==> src/rtl/cache_miss_ctrl.sv <==
// cache_miss_ctrl
// Miss handler shared by an I-cache and a D-cache in front of one memory
// port. The D side has priority. A dirty D victim is written back first,
// then the missing line is read, then it is written into the cache for
// exactly one cycle. rdy reports, combinationally, that the controller is
// idle and no active request misses.
//
// Ports:
//   clk, rst_n                   clock, async active-low reset
//   i_re/i_addr/i_hit            instruction fetch request and tag match
//   d_re/d_we/d_addr/d_hit       data request and tag match
//   d_dirty/d_victim_tag/_line   D-cache victim information
//   m_rdy/m_rd_line              memory handshake and read data
//   m_re/m_we/m_addr/m_wr_line   memory strobes, line address, write data
//   i_fill_we/d_fill_we          one-cycle cache line write enables
//   fill_line/fill_addr          line data and line address being filled
//   rdy                          all active requests satisfied this cycle
//   i_miss_cnt/d_miss_cnt/wb_cnt saturating event counters
//
// state      | meaning
// IDLE       | serving hits, looking for a miss
// WRITE_BACK | m_we held until memory accepts the dirty victim
// D_READ     | m_re held until memory returns the D line
// I_READ     | m_re held until memory returns the I line
// D_FILL     | one cycle of d_fill_we
// I_FILL     | one cycle of i_fill_we
module cache_miss_ctrl #(
  parameter int ADDR_W = 16,
  parameter int IDX_W  = 6,
  parameter int OFF_W  = 2,
  parameter int LINE_W = 64,
  parameter int CNT_W  = 16,
  localparam int TAG_W = ADDR_W - IDX_W - OFF_W
) (
  input  logic              clk,
  input  logic              rst_n,
  input  logic              i_re,
  input  logic [ADDR_W-1:0] i_addr,
  input  logic              i_hit,
  input  logic              d_re,
  input  logic              d_we,
  input  logic [ADDR_W-1:0] d_addr,
  input  logic              d_hit,
  input  logic              d_dirty,
  input  logic [TAG_W-1:0]  d_victim_tag,
  input  logic [LINE_W-1:0] d_victim_line,
  input  logic              m_rdy,
  input  logic [LINE_W-1:0] m_rd_line,
  output logic              m_re,
  output logic              m_we,
  output logic [ADDR_W-1:0] m_addr,
  output logic [LINE_W-1:0] m_wr_line,
  output logic              i_fill_we,
  output logic              d_fill_we,
  output logic [LINE_W-1:0] fill_line,
  output logic [ADDR_W-1:0] fill_addr,
  output logic              rdy,
  output logic [CNT_W-1:0]  i_miss_cnt,
  output logic [CNT_W-1:0]  d_miss_cnt,
  output logic [CNT_W-1:0]  wb_cnt
);

  typedef enum logic [2:0] {
    IDLE, WRITE_BACK, D_READ, I_READ, D_FILL, I_FILL
  } state_t;

  localparam int LA_W = ADDR_W - OFF_W;

  state_t          state;
  logic [LA_W-1:0] lat_line_addr;  // line address of the miss being serviced
  logic            d_miss, i_miss;
  logic            unused_off_bits;

  assign d_miss = (d_re | d_we) & ~d_hit;
  assign i_miss = i_re & ~i_hit;
  assign rdy    = (state == IDLE) & ~d_miss & ~i_miss;

  // Byte offset inside a line never reaches memory or the fill address.
  assign unused_off_bits = ^{d_addr[OFF_W-1:0], i_addr[OFF_W-1:0]};

  function automatic logic [CNT_W-1:0] sat_inc(input logic [CNT_W-1:0] v);
    return (&v) ? v : v + CNT_W'(1);
  endfunction

  always_ff @(posedge clk or negedge rst_n) begin
    if (!rst_n) begin
      state         <= IDLE;
      lat_line_addr <= '0;
      m_re          <= 1'b0;
      m_we          <= 1'b0;
      m_addr        <= '0;
      m_wr_line     <= '0;
      i_fill_we     <= 1'b0;
      d_fill_we     <= 1'b0;
      fill_line     <= '0;
      fill_addr     <= '0;
      i_miss_cnt    <= '0;
      d_miss_cnt    <= '0;
      wb_cnt        <= '0;
    end else begin
      i_fill_we <= 1'b0;
      d_fill_we <= 1'b0;
      case (state)
        IDLE: begin
          if (d_miss) begin
            lat_line_addr <= d_addr[ADDR_W-1:OFF_W];
            d_miss_cnt    <= sat_inc(d_miss_cnt);
            if (d_dirty) begin
              state     <= WRITE_BACK;
              m_we      <= 1'b1;
              m_addr    <= {d_victim_tag, d_addr[OFF_W +: IDX_W], {OFF_W{1'b0}}};
              m_wr_line <= d_victim_line;
            end else begin
              state  <= D_READ;
              m_re   <= 1'b1;
              m_addr <= {d_addr[ADDR_W-1:OFF_W], {OFF_W{1'b0}}};
            end
          end else if (i_miss) begin
            lat_line_addr <= i_addr[ADDR_W-1:OFF_W];
            i_miss_cnt    <= sat_inc(i_miss_cnt);
            state         <= I_READ;
            m_re          <= 1'b1;
            m_addr        <= {i_addr[ADDR_W-1:OFF_W], {OFF_W{1'b0}}};
          end
        end
        WRITE_BACK: begin
          if (m_rdy) begin
            state  <= D_READ;
            m_we   <= 1'b0;
            m_re   <= 1'b1;
            m_addr <= {lat_line_addr, {OFF_W{1'b0}}};
            wb_cnt <= sat_inc(wb_cnt);
          end
        end
        D_READ, I_READ: begin
          if (m_rdy) begin
            m_re      <= 1'b0;
            fill_line <= m_rd_line;
            fill_addr <= {lat_line_addr, {OFF_W{1'b0}}};
            if (state == D_READ) begin
              state     <= D_FILL;
              d_fill_we <= 1'b1;
            end else begin
              state     <= I_FILL;
              i_fill_we <= 1'b1;
            end
          end
        end
        D_FILL, I_FILL: state <= IDLE;
        default: begin
          state <= IDLE;
          m_re  <= 1'b0;
          m_we  <= 1'b0;
        end
      endcase
    end
  end

endmodule

==> config.mk <==
export PLATFORM = sky130hd
export DESIGN_NAME = cache_miss_ctrl
export DESIGN_NICKNAME = d
export VERILOG_FILES = /design/src/rtl/cache_miss_ctrl.sv
export SDC_FILE = /design/constraint.sdc
export NUM_CORES = 1
export LEC_CHECK = 0
export BUFFER_PORTS_ARGS = -buffer_cell sky130_fd_sc_hd__buf_4
export CAP_MARGIN = 10
export CORE_MARGIN = 2
export CORE_UTILIZATION = 33
export DETAILED_ROUTE_END_ITERATION = 16
export GPL_TIMING_DRIVEN = 0
export REMOVE_ABC_BUFFERS = 1
export SLEW_MARGIN = 10
export SYNTH_ARGS = -nofsm -noshare
export SYNTH_HDL_FRONTEND = slang
export SYNTH_SLANG_ARGS = --single-unit
==> constraint.sdc <==
create_clock -name clk -period 2.1 [get_ports clk]
set_clock_uncertainty 0.2 [all_clocks]
set_input_delay 0.315 -clock clk [delete_from_list [all_inputs] [get_ports clk]]
set_output_delay 0.315 -clock clk [all_outputs]
set_load 0.1 [all_outputs]
==> impl_metrics.csv, run 1 <==
group,metric,value,unit
detailed_routing,drc,0,
synthesis,synth-edff-count,0,
synthesis,ys_types,55,
flow_run,drv_cap,0,
timing,min_period,2430,ps
detailed_routing,finalWirelength,29600,µm
global_routing,grt_pass1_vias,8103,
synthesis,synth_async_sr_flop_share,1.00,
synthesis,yosys_warnings,0,
floorplan,dieArea,30600,µm²
detailed_routing,vias,7831,
timing,hold_viol,0,
critical_path,r2r_end,"d_miss_cnt[1]",
critical_path,worstSetupEndpoint,"rdy",
clock_tree,cts_tree,"built",
clock_tree,insertion_delay,530,ps
synthesis,syn_avg_cell_area,13.6,µm²
synthesis,syn_inst,706,
cells_and_area,stdcell_area,15900,µm²
detailed_routing,vias_per_cell,4.66,
synthesis,synth.top_cell.area_share,0.584,
floorplan,io_pins,390,
critical_path,critPathRequiredTime,1580,ps
placement,place_area,12900,µm²
cells_and_area,layout-drive-gt1-share,0.522,
status,violations,"setup timing",
global_routing,grt_overflow,0,
clock_tree,clk_pin_slew,60,ps
cells_and_area,final_common_cell,"buf_4",
timing,slew_violations,0,
synthesis,yosys.area.top_type,"dfrtp_1",
placement,post-dp-hpwl,19200,µm
detailed_routing,ant_nets,0,
status,outcome,"finished with violations",
global_routing,grt_max_degree,80,
critical_path,endpoint_kind,"primary output",
synthesis,synthTopCellsByArea,"dfrtp_1, mux2_2, xor2_1, mux2i_1, o21ai_0",
global_routing,grt_antenna_before_repair,0,
global_routing,grt_pass1_wl,45500,µm
critical_path,ff2ff_path_depth,8,
placement,numPortBuffers,381,
floorplan,coreArea,28700,µm²
critical_path,crit_fanout,2,
critical_path,startpoint,"state[0]",
detailed_routing,drt_iter0_drc,239,
cells_and_area,stdcell_count,1681,
clock_tree,htree_levels,1,
placement,pre_cts_ws,-519,ps
detailed_routing,drt_pass1_iterations,7,
cells_and_area,antennaDiodeCount,0,
placement,placed_cells,1445,
timing,setup_tns,-365,ps
critical_path,rrSetupSlack,-40,ps
cells_and_area,final_cell_mix,"buf_4, dfrtp_1, mux2_2, dlygate4sd3_1, xor2_1",
global_routing,grt_usage,0.187,
clock_tree,cts_buffers,26,
clock_tree,cts_buffer_depth,3,
floorplan,rows,62,
critical_path,cp-start-kind,"register",
hold_path,min_path_type,"in -> reg",
placement,gp_congestion,0.760,
clock_tree,root_buffer,"clkbuf_16",
synthesis,synth-seq-cells,225,
timing,period_share,1.16,
timing,relSlewSlack,0.285,
clock_tree,cts.sinks,225,
timing,setup-violations-final,2,
floorplan,die_y,175,µm
cells_and_area,syn_to_final_growth,65.4,%
synthesis,synth_flop_cell,"dfrtp_1",
cells_and_area,nets,1464,
critical_path,criticalPathCategory,"reg -> out",
synthesis,synth_sequential_area_ratio,0.584,
floorplan,fp.dieW,175,µm
timing,max_freq,0.412,GHz
timing,rsz0062_at_grt,"yes",
timing,worst-slew-pin-transition,1070,ps
floorplan,start_util,0.336,
synthesis,synth_area,9630,µm²
timing,fin_ws,-329,ps
detailed_routing,wl_per_cell,17.6,µm
critical_path,worstPathArrival,1910,ps
critical_path,reg2reg_from,"state[0]",
[how the worst min path moves through the flow]
stage               start             to  cells past startpoint
3_3_place_gp    m_addr[3]      m_addr[3]                      1
2_1_floorplan       rst_n      d_fill_we                      0
5_1_grt        i_addr[14]     m_addr[14]                      4
4_1_cts        i_addr[14]     m_addr[14]                      4
6_report       i_addr[14]     m_addr[14]                      4
3_5_place_dp        rst_n  m_wr_line[10]                      1
[flip-flops by register name (all words and copies together) (netlist names), 14 cells and up]
name	cells
m_wr_line	64
wb_cnt	16
i_miss_cnt	16
fill_addr	14
lat_line_addr	14
d_miss_cnt	16
fill_line	64
m_addr	14
[final cells by class]
class                      count  area [µm²]
inverter                       8        33.8
fill                        2401       12800
clock inverter                11        77.6
timing repair buffer         576        4940
multi-input combinational    443        4050
clock buffer                  34         721
tap                          384         480
sequential                   225        5630
[synthesized netlist by cell type, types with 2 or more instances]
master and count:
dfrtp_1 225, mux2_2 163, nand2_1 35, xor2_1 35, o21ai_0 27, mux2i_1 22
nor3_1 20, nand3_1 15, nor2_1 15, nand4_1 14, buf_2 13, nor4_1 10
buf_1 8, inv_1 8, a211oi_1 7, a21o_1 7, buf_6 7, ha_1 7
a31oi_1 6, and4_1 5, buf_4 5, nor3b_1 5, xnor2_1 5, and3_1 4
nand2b_1 3, clkbuf_1 2, nand4_2 2, nor4b_2 2, o21bai_1 2, or3_4 2
[kinds of logic after synthesis]
| group | Yosys count | share of synthesized area |
|---|---|---|
| flops | 225 | 0.584 |
| mux | 186 | 0.215 |
| simple gates | 146 | 0.0894 |
| compound gates | 58 | 0.0399 |
| buf+inv | 43 | 0.0258 |
| xor+xnor | 40 | 0.0364 |
| fa+ha+maj | 7 | 0.00909 |
| other cells | 1 | 0.000389 |
[metal layers]
layer,up-vias,global-route usage,wire length [µm]
met5,-,0,0
met4,0,0.0667,1120
met3,60,0.0411,1810
met2,264,0.328,14900
met1,3833,0.227,11700
li1,3674,-,-
[through the flow]
step / hold WS [ps] / utilization
floorplan: -181 / -
global placement: 262 / 0.445
detailed placement: 106 / 0.451
CTS: 11.1 / 0.546
global route: 27.6 / 0.555
finish: 30.1 / 0.555
[critical path: stages (launching register included)]
cell	delay [ps]
dfrtp_2	410
or3_4	390
or3_4	340
inv_2	80
buf_12	170
[what timing repair did]
item / CTS / global route
setup buffers: 18 / 9
gates cloned: 4 / 0
hold endpoints to repair: 215 / 0
resized for setup: 31 / 37
pin swaps: 14 / 12
hold buffers: 159 / 0
setup endpoints to repair: 149 / 118
Power of run 1 is left out: the tool's default activity adds up to more than one toggle a clock period on the data nets, which glitch-free logic cannot reach.
==> inputs of run 2 (changes only) <==
--- a/config.mk
+++ b/config.mk
@@ -12,6 +12,7 @@
 export DETAILED_ROUTE_END_ITERATION = 16
 export GPL_TIMING_DRIVEN = 0
 export REMOVE_ABC_BUFFERS = 1
+export SKIP_LAST_GASP = 1
 export SLEW_MARGIN = 10
 export SYNTH_ARGS = -nofsm -noshare
 export SYNTH_HDL_FRONTEND = slang
==> run 2 against run 1 <==
Compared with the run above:
- the run still ends with setup timing left
- clock-buffer cell count did not move
- flip-flop and latch count did not move
- non-clock buffer count decreased by 6
- global-route usage is essentially flat
==> impl_metrics.csv, run 2 (synthesis gave the netlist of run 1 again) <==
group,metric,value,unit
cells_and_area,antennaDiodeCount,0,
floorplan,io_pins,390,
clock_tree,htree_levels,1,
timing,hold_viol,0,
detailed_routing,finalWirelength,29500,µm
critical_path,rrSetupSlack,-200,ps
timing,min_period,2440,ps
timing,max_freq,0.410,GHz
global_routing,grt_antenna_before_repair,0,
placement,place_area,12900,µm²
detailed_routing,drc,0,
floorplan,die_y,175,µm
global_routing,grt_max_degree,80,
detailed_routing,wl_per_cell,17.6,µm
critical_path,criticalPathCategory,"reg -> out",
timing,setup-violations-final,16,
placement,numPortBuffers,381,
critical_path,endpoint_kind,"primary output",
placement,pre_cts_ws,-519,ps
cells_and_area,stdcell_count,1676,
detailed_routing,vias,7810,
critical_path,crit_fanout,3,
critical_path,cp-start-kind,"register",
cells_and_area,nFillCells,2417,
global_routing,grtUsageMet1,0.227,
global_routing,met3_usage,0.0409,
critical_path,critPathRequiredTime,1580,ps
cells_and_area,final_common_cell,"buf_4",
placement,post-dp-hpwl,19200,µm
cells_and_area,final_cell_mix,"buf_4, dfrtp_1, mux2_2, dlygate4sd3_1, xor2_1",
placement,placed_cells,1445,
critical_path,worstPathArrival,1920,ps
timing,relSlewSlack,0.230,
detailed_routing,ant_nets,0,
detailed_routing,drt_pass1_iterations,4,
timing,worst-slew-pin-transition,1150,ps
hold_path,min_path_type,"in -> reg",
global_routing,grt_pass1_vias,8090,
detailed_routing,vias_per_cell,4.66,
detailed_routing,drt_iter0_drc,239,
cells_and_area,nets,1459,
clock_tree,insertion_delay,530,ps
cells_and_area,fin_util,0.551,
floorplan,dieArea,30600,µm²
clock_tree,clk_pin_slew,60,ps
global_routing,grt_overflow,0,
placement,gp_congestion,0.760,
global_routing,grt_usage,0.187,
timing,fin_ws,-337,ps
status,violations,"setup timing",
floorplan,coreArea,28700,µm²
clock_tree,cts.sinks,225,
timing,rsz0062_at_grt,"yes",
timing,period_share,1.16,
flow_run,drv_cap,0,
clock_tree,root_buffer,"clkbuf_16",
global_routing,busiest_layer,"met2",
cells_and_area,syn_to_final_growth,64.3,%
cells_and_area,stdcell_area,15800,µm²
cells_and_area,layout-drive-gt1-share,0.514,
global_routing,gr-usage-met2,0.328,
timing,slew_violations,0,
clock_tree,cts_buffers,26,
global_routing,grt_pass1_wl,45500,µm
clock_tree,cts_buffer_depth,3,
floorplan,rows,62,
floorplan,fp.dieW,175,µm
cells_and_area,largestRegisters,"fill_line: 64 flops, m_wr_line: 64 flops",
clock_tree,cts_tree,"built",
floorplan,start_util,0.336,
status,outcome,"finished with violations",
[run 2: cell type report]
class / count / area, µm² / area share
clock buffers: 34 / 721 / 0.0455
clock inverters: 11 / 77.6 / 0.00490
inverters: 8 / 33.8 / 0.00213
multi-input cells: 444 / 4010 / 0.254
flip-flops and latches: 225 / 5630 / 0.356
well taps: 384 / 480 / 0.0304
repair buffers: 570 / 4870 / 0.307
[run 2: metal layers]
metal  up-vias  wire (µm)
met5         -          0
met4         0       1200
met3        62       1740
met2       259      14800
met1      3820      11800
li1       3669          -
[run 2: final timing paths]
path                                  from       endpoint  cells past startpoint
min in group asynchronous            rst_n  m_wr_line[10]                      2
worst max register to register    state[0]      m_addr[4]                      5
max in group asynchronous            rst_n     m_addr[12]                      4
worst min register to register   m_addr[6]      m_addr[6]                      1
worst max-delay path              state[0]            rdy                      4
worst min-delay path            i_addr[11]     m_addr[11]                      4
[run 2: worst max-delay path, stage by stage, from the launching register on]
cell	delay (ps)
dfrtp_2	420
or3_4	390
or3_4	340
inv_2	70
buf_12	170
[run 2: what timing repair did]
| action | CTS | global route |
|---|---|---|
| resized for setup | 23 | 23 |
| hold endpoints to repair | 212 | 0 |
| pin swaps | 8 | 11 |
| gates cloned | 4 | 1 |
| endpoints found under the setup margin | 149 | 128 |
| hold buffers | 157 | 0 |
| buffers inserted | 18 | 6 |
[run 2: per-stage QoR]
step / hold slack [ps] / TNS, ps
floorplan: -181 / -210420
global placement: 262 / -744700
detailed placement: 106 / -49350
CTS: 1.01 / -2970
global route: 46.5 / -6290
finish: 22.3 / -2400
Power of run 2 is left out for the same reason.
==> inputs of run 3 (changes only) <==
--- a/config.mk
+++ b/config.mk
@@ -10,7 +10,6 @@
 export CORE_MARGIN = 2
 export CORE_UTILIZATION = 33
 export DETAILED_ROUTE_END_ITERATION = 16
-export GPL_TIMING_DRIVEN = 0
 export REMOVE_ABC_BUFFERS = 1
 export SKIP_LAST_GASP = 1
 export SLEW_MARGIN = 10
==> run 3 against run 2 <==
Compared with the run above:
- the run still ends with setup timing left
- clock-buffer cell count rose by 4
- critical path depth did not move
- die area did not move
- highest routed layer unchanged
- non-clock buffer count rose by 28
- routed wire length rose by 1.0%
- hold slack improved by 19 ps
- critical path type unchanged
- fmax rose by 0.58%
- cell count rose by 1.7%
- final area rose by 1.5%
- utilization rose by 0.81 points
==> impl_metrics.csv, run 3 (synthesis gave the netlist of run 1 again) <==
group,metric,value,unit
critical_path,worstPathArrival,1910,ps
global_routing,met3_usage,0.0381,
timing,max_freq,0.413,GHz
timing,rsz0062_at_grt,"yes",
floorplan,dieArea,30600,µm²
critical_path,cp_top_family,"simple AND/OR/NAND/NOR gates",
critical_path,ff2ff_path_depth,7,
floorplan,rows,62,
critical_path,criticalPathCategory,"reg -> out",
cells_and_area,largestRegisters,"fill_line: 64 flops, m_wr_line: 64 flops",
cells_and_area,antennaDiodeCount,0,
timing,setup-violations-final,2,
hold_path,worstHoldPathCells,4,
placement,post-dp-hpwl,20100,µm
critical_path,critPathSlowestCell,"or3_4",
detailed_routing,ant_nets,0,
cells_and_area,fin_util,0.559,
cells_and_area,syn_to_final_growth,66.7,%
hold_path,min_path_type,"in -> reg",
timing,period_share,1.15,
clock_tree,htree_levels,1,
detailed_routing,drt_iter0_drc,183,
global_routing,grt_pass1_vias,8090,
timing,worst-slew-pin-transition,504,ps
cells_and_area,final_cell_mix,"buf_4, dfrtp_1, mux2_2, dlygate4sd3_1, xor2_1",
critical_path,crit_fanout,2,
floorplan,coreArea,28700,µm²
timing,min_period,2420,ps
detailed_routing,finalWirelength,29800,µm
global_routing,grtUsageMet1,0.223,
critical_path,cp-start-kind,"register",
critical_path,critical_path.cell_chain,"or3_4 -> or3_4 -> inv_4 -> buf_12",
timing,slew_violations,0,
cells_and_area,final_common_cell,"buf_4",
clock_tree,cts_buffer_depth,3,
critical_path,crit_top_cell,"or3_4",
hold_path,hold_end,"m_addr[10]",
detailed_routing,vias_per_cell,4.65,
detailed_routing,drc,0,
clock_tree,clk_pin_slew,60,ps
global_routing,grt_pass1_wl,44400,µm
floorplan,io_pins,390,
global_routing,gr-usage-met2,0.316,
floorplan,start_util,0.336,
placement,gp_congestion,0.785,
cells_and_area,layout-drive-gt1-share,0.515,
critical_path,reg2reg_from,"state[1]",
detailed_routing,vias,7916,
timing,setup_tns,-327,ps
critical_path,endpoint_kind,"primary output",
cells_and_area,nets,1486,
clock_tree,root_buffer,"clkbuf_16",
clock_tree,cts.sinks,225,
global_routing,busiest_layer,"met2",
clock_tree,cts_buffers,26,
detailed_routing,wl_per_cell,17.5,µm
floorplan,die_y,175,µm
critical_path,critPathRequiredTime,1580,ps
critical_path,cp_num_buf_inv,2,
critical_path,rrSetupSlack,0,ps
clock_tree,insertion_delay,520,ps
status,outcome,"finished with violations",
clock_tree,cts_tree,"built",
global_routing,grt_usage,0.181,
floorplan,fp.dieW,175,µm
global_routing,grt_overflow,0,
detailed_routing,drt_pass1_iterations,4,
hold_path,worstHoldStart,"i_addr[10]",
global_routing,grt_max_degree,62,
placement,numPortBuffers,381,
timing,hold_viol,0,
status,violations,"setup timing",
critical_path,r2r_end,"i_miss_cnt[1]",
critical_path,critPathMaxStageDelay,390,ps
flow_run,drv_cap,0,
critical_path,startpoint,"state[2]",
timing,fin_ws,-323,ps
global_routing,grt_antenna_before_repair,0,
timing,relSlewSlack,0.655,
## run 3: cell count changes in the layout (fill, tap and decap cells not counted), sizes merged
cell / before / now
buf: 413 / 437
clkbuf: 34 / 41
clkinv: 8 / 4
bufinv: 0 / 2
clkinvlp: 4 / 2
dlygate4sd3: 157 / 158
inv: 7 / 8
nand2: 36 / 35
nand3: 17 / 18
or3b: 2 / 1
## run 3: cell type report
cell class | count | area, µm²
fill | 2366 | 12600
sequential | 225 | 5630
timing repair buffer | 598 | 5110
multi-input combinational | 443 | 3910
clock buffer | 38 | 787
tap | 384 | 480
clock inverter | 8 | 98.8
inverter | 8 | 32.5
## run 3: worst reg2reg max path: stages, from the launching register on
cell and delay (ps):
dfrtp_1 380, buf_4 130, buf_4 160, nor3_4 120, buf_6 180, nand3_2 240, nor2_2 240, mux2_2 350
## run 3: repair_timing
item                                    4_1_cts  5_1_grt
buffers inserted                              1       14
resized for setup                             4       18
endpoints found under the setup margin        1      142
cloned                                        0        6
pin swaps                                     2        6
hold buffers                                158        0
hold endpoints to repair                    368        0
## run 3: worst max-delay path by stage
stage | end | slack (ps) | depth (start not counted)
floorplan | m_re | -1440 | 4
global placement | m_addr[4] | 50 | 7
detailed placement | m_addr[3] | 40 | 7
CTS | rdy | -350 | 4
global route | rdy | -390 | 4
finish | rdy | -320 | 4
## run 3: routing by layer
metal  routed length, µm  part of all wire
met1               12000              0.40
met5                   0                 0
met2               15200              0.51
met4                 835             0.028
met3                1830             0.061
## run 3: metrics by stage
| stage | instances | setup WS [ps] | cell area, µm² | hold slack (ps) |
|---|---|---|---|---|
| 3_3_place_gp | 1482 | 50.5 | 13300 | 62.2 |
| 2_1_floorplan | 674 | -1440 | 9430 | -181 |
| 6_report | 1704 | -323 | 16100 | 40.9 |
| 4_1_cts | 1687 | -351 | 15800 | 19.6 |
| 3_5_place_dp | 1482 | 41.2 | 13300 | 61.1 |
| 5_1_grt | 1704 | -385 | 16100 | 40.9 |
Power of run 3 is left out for the same reason.
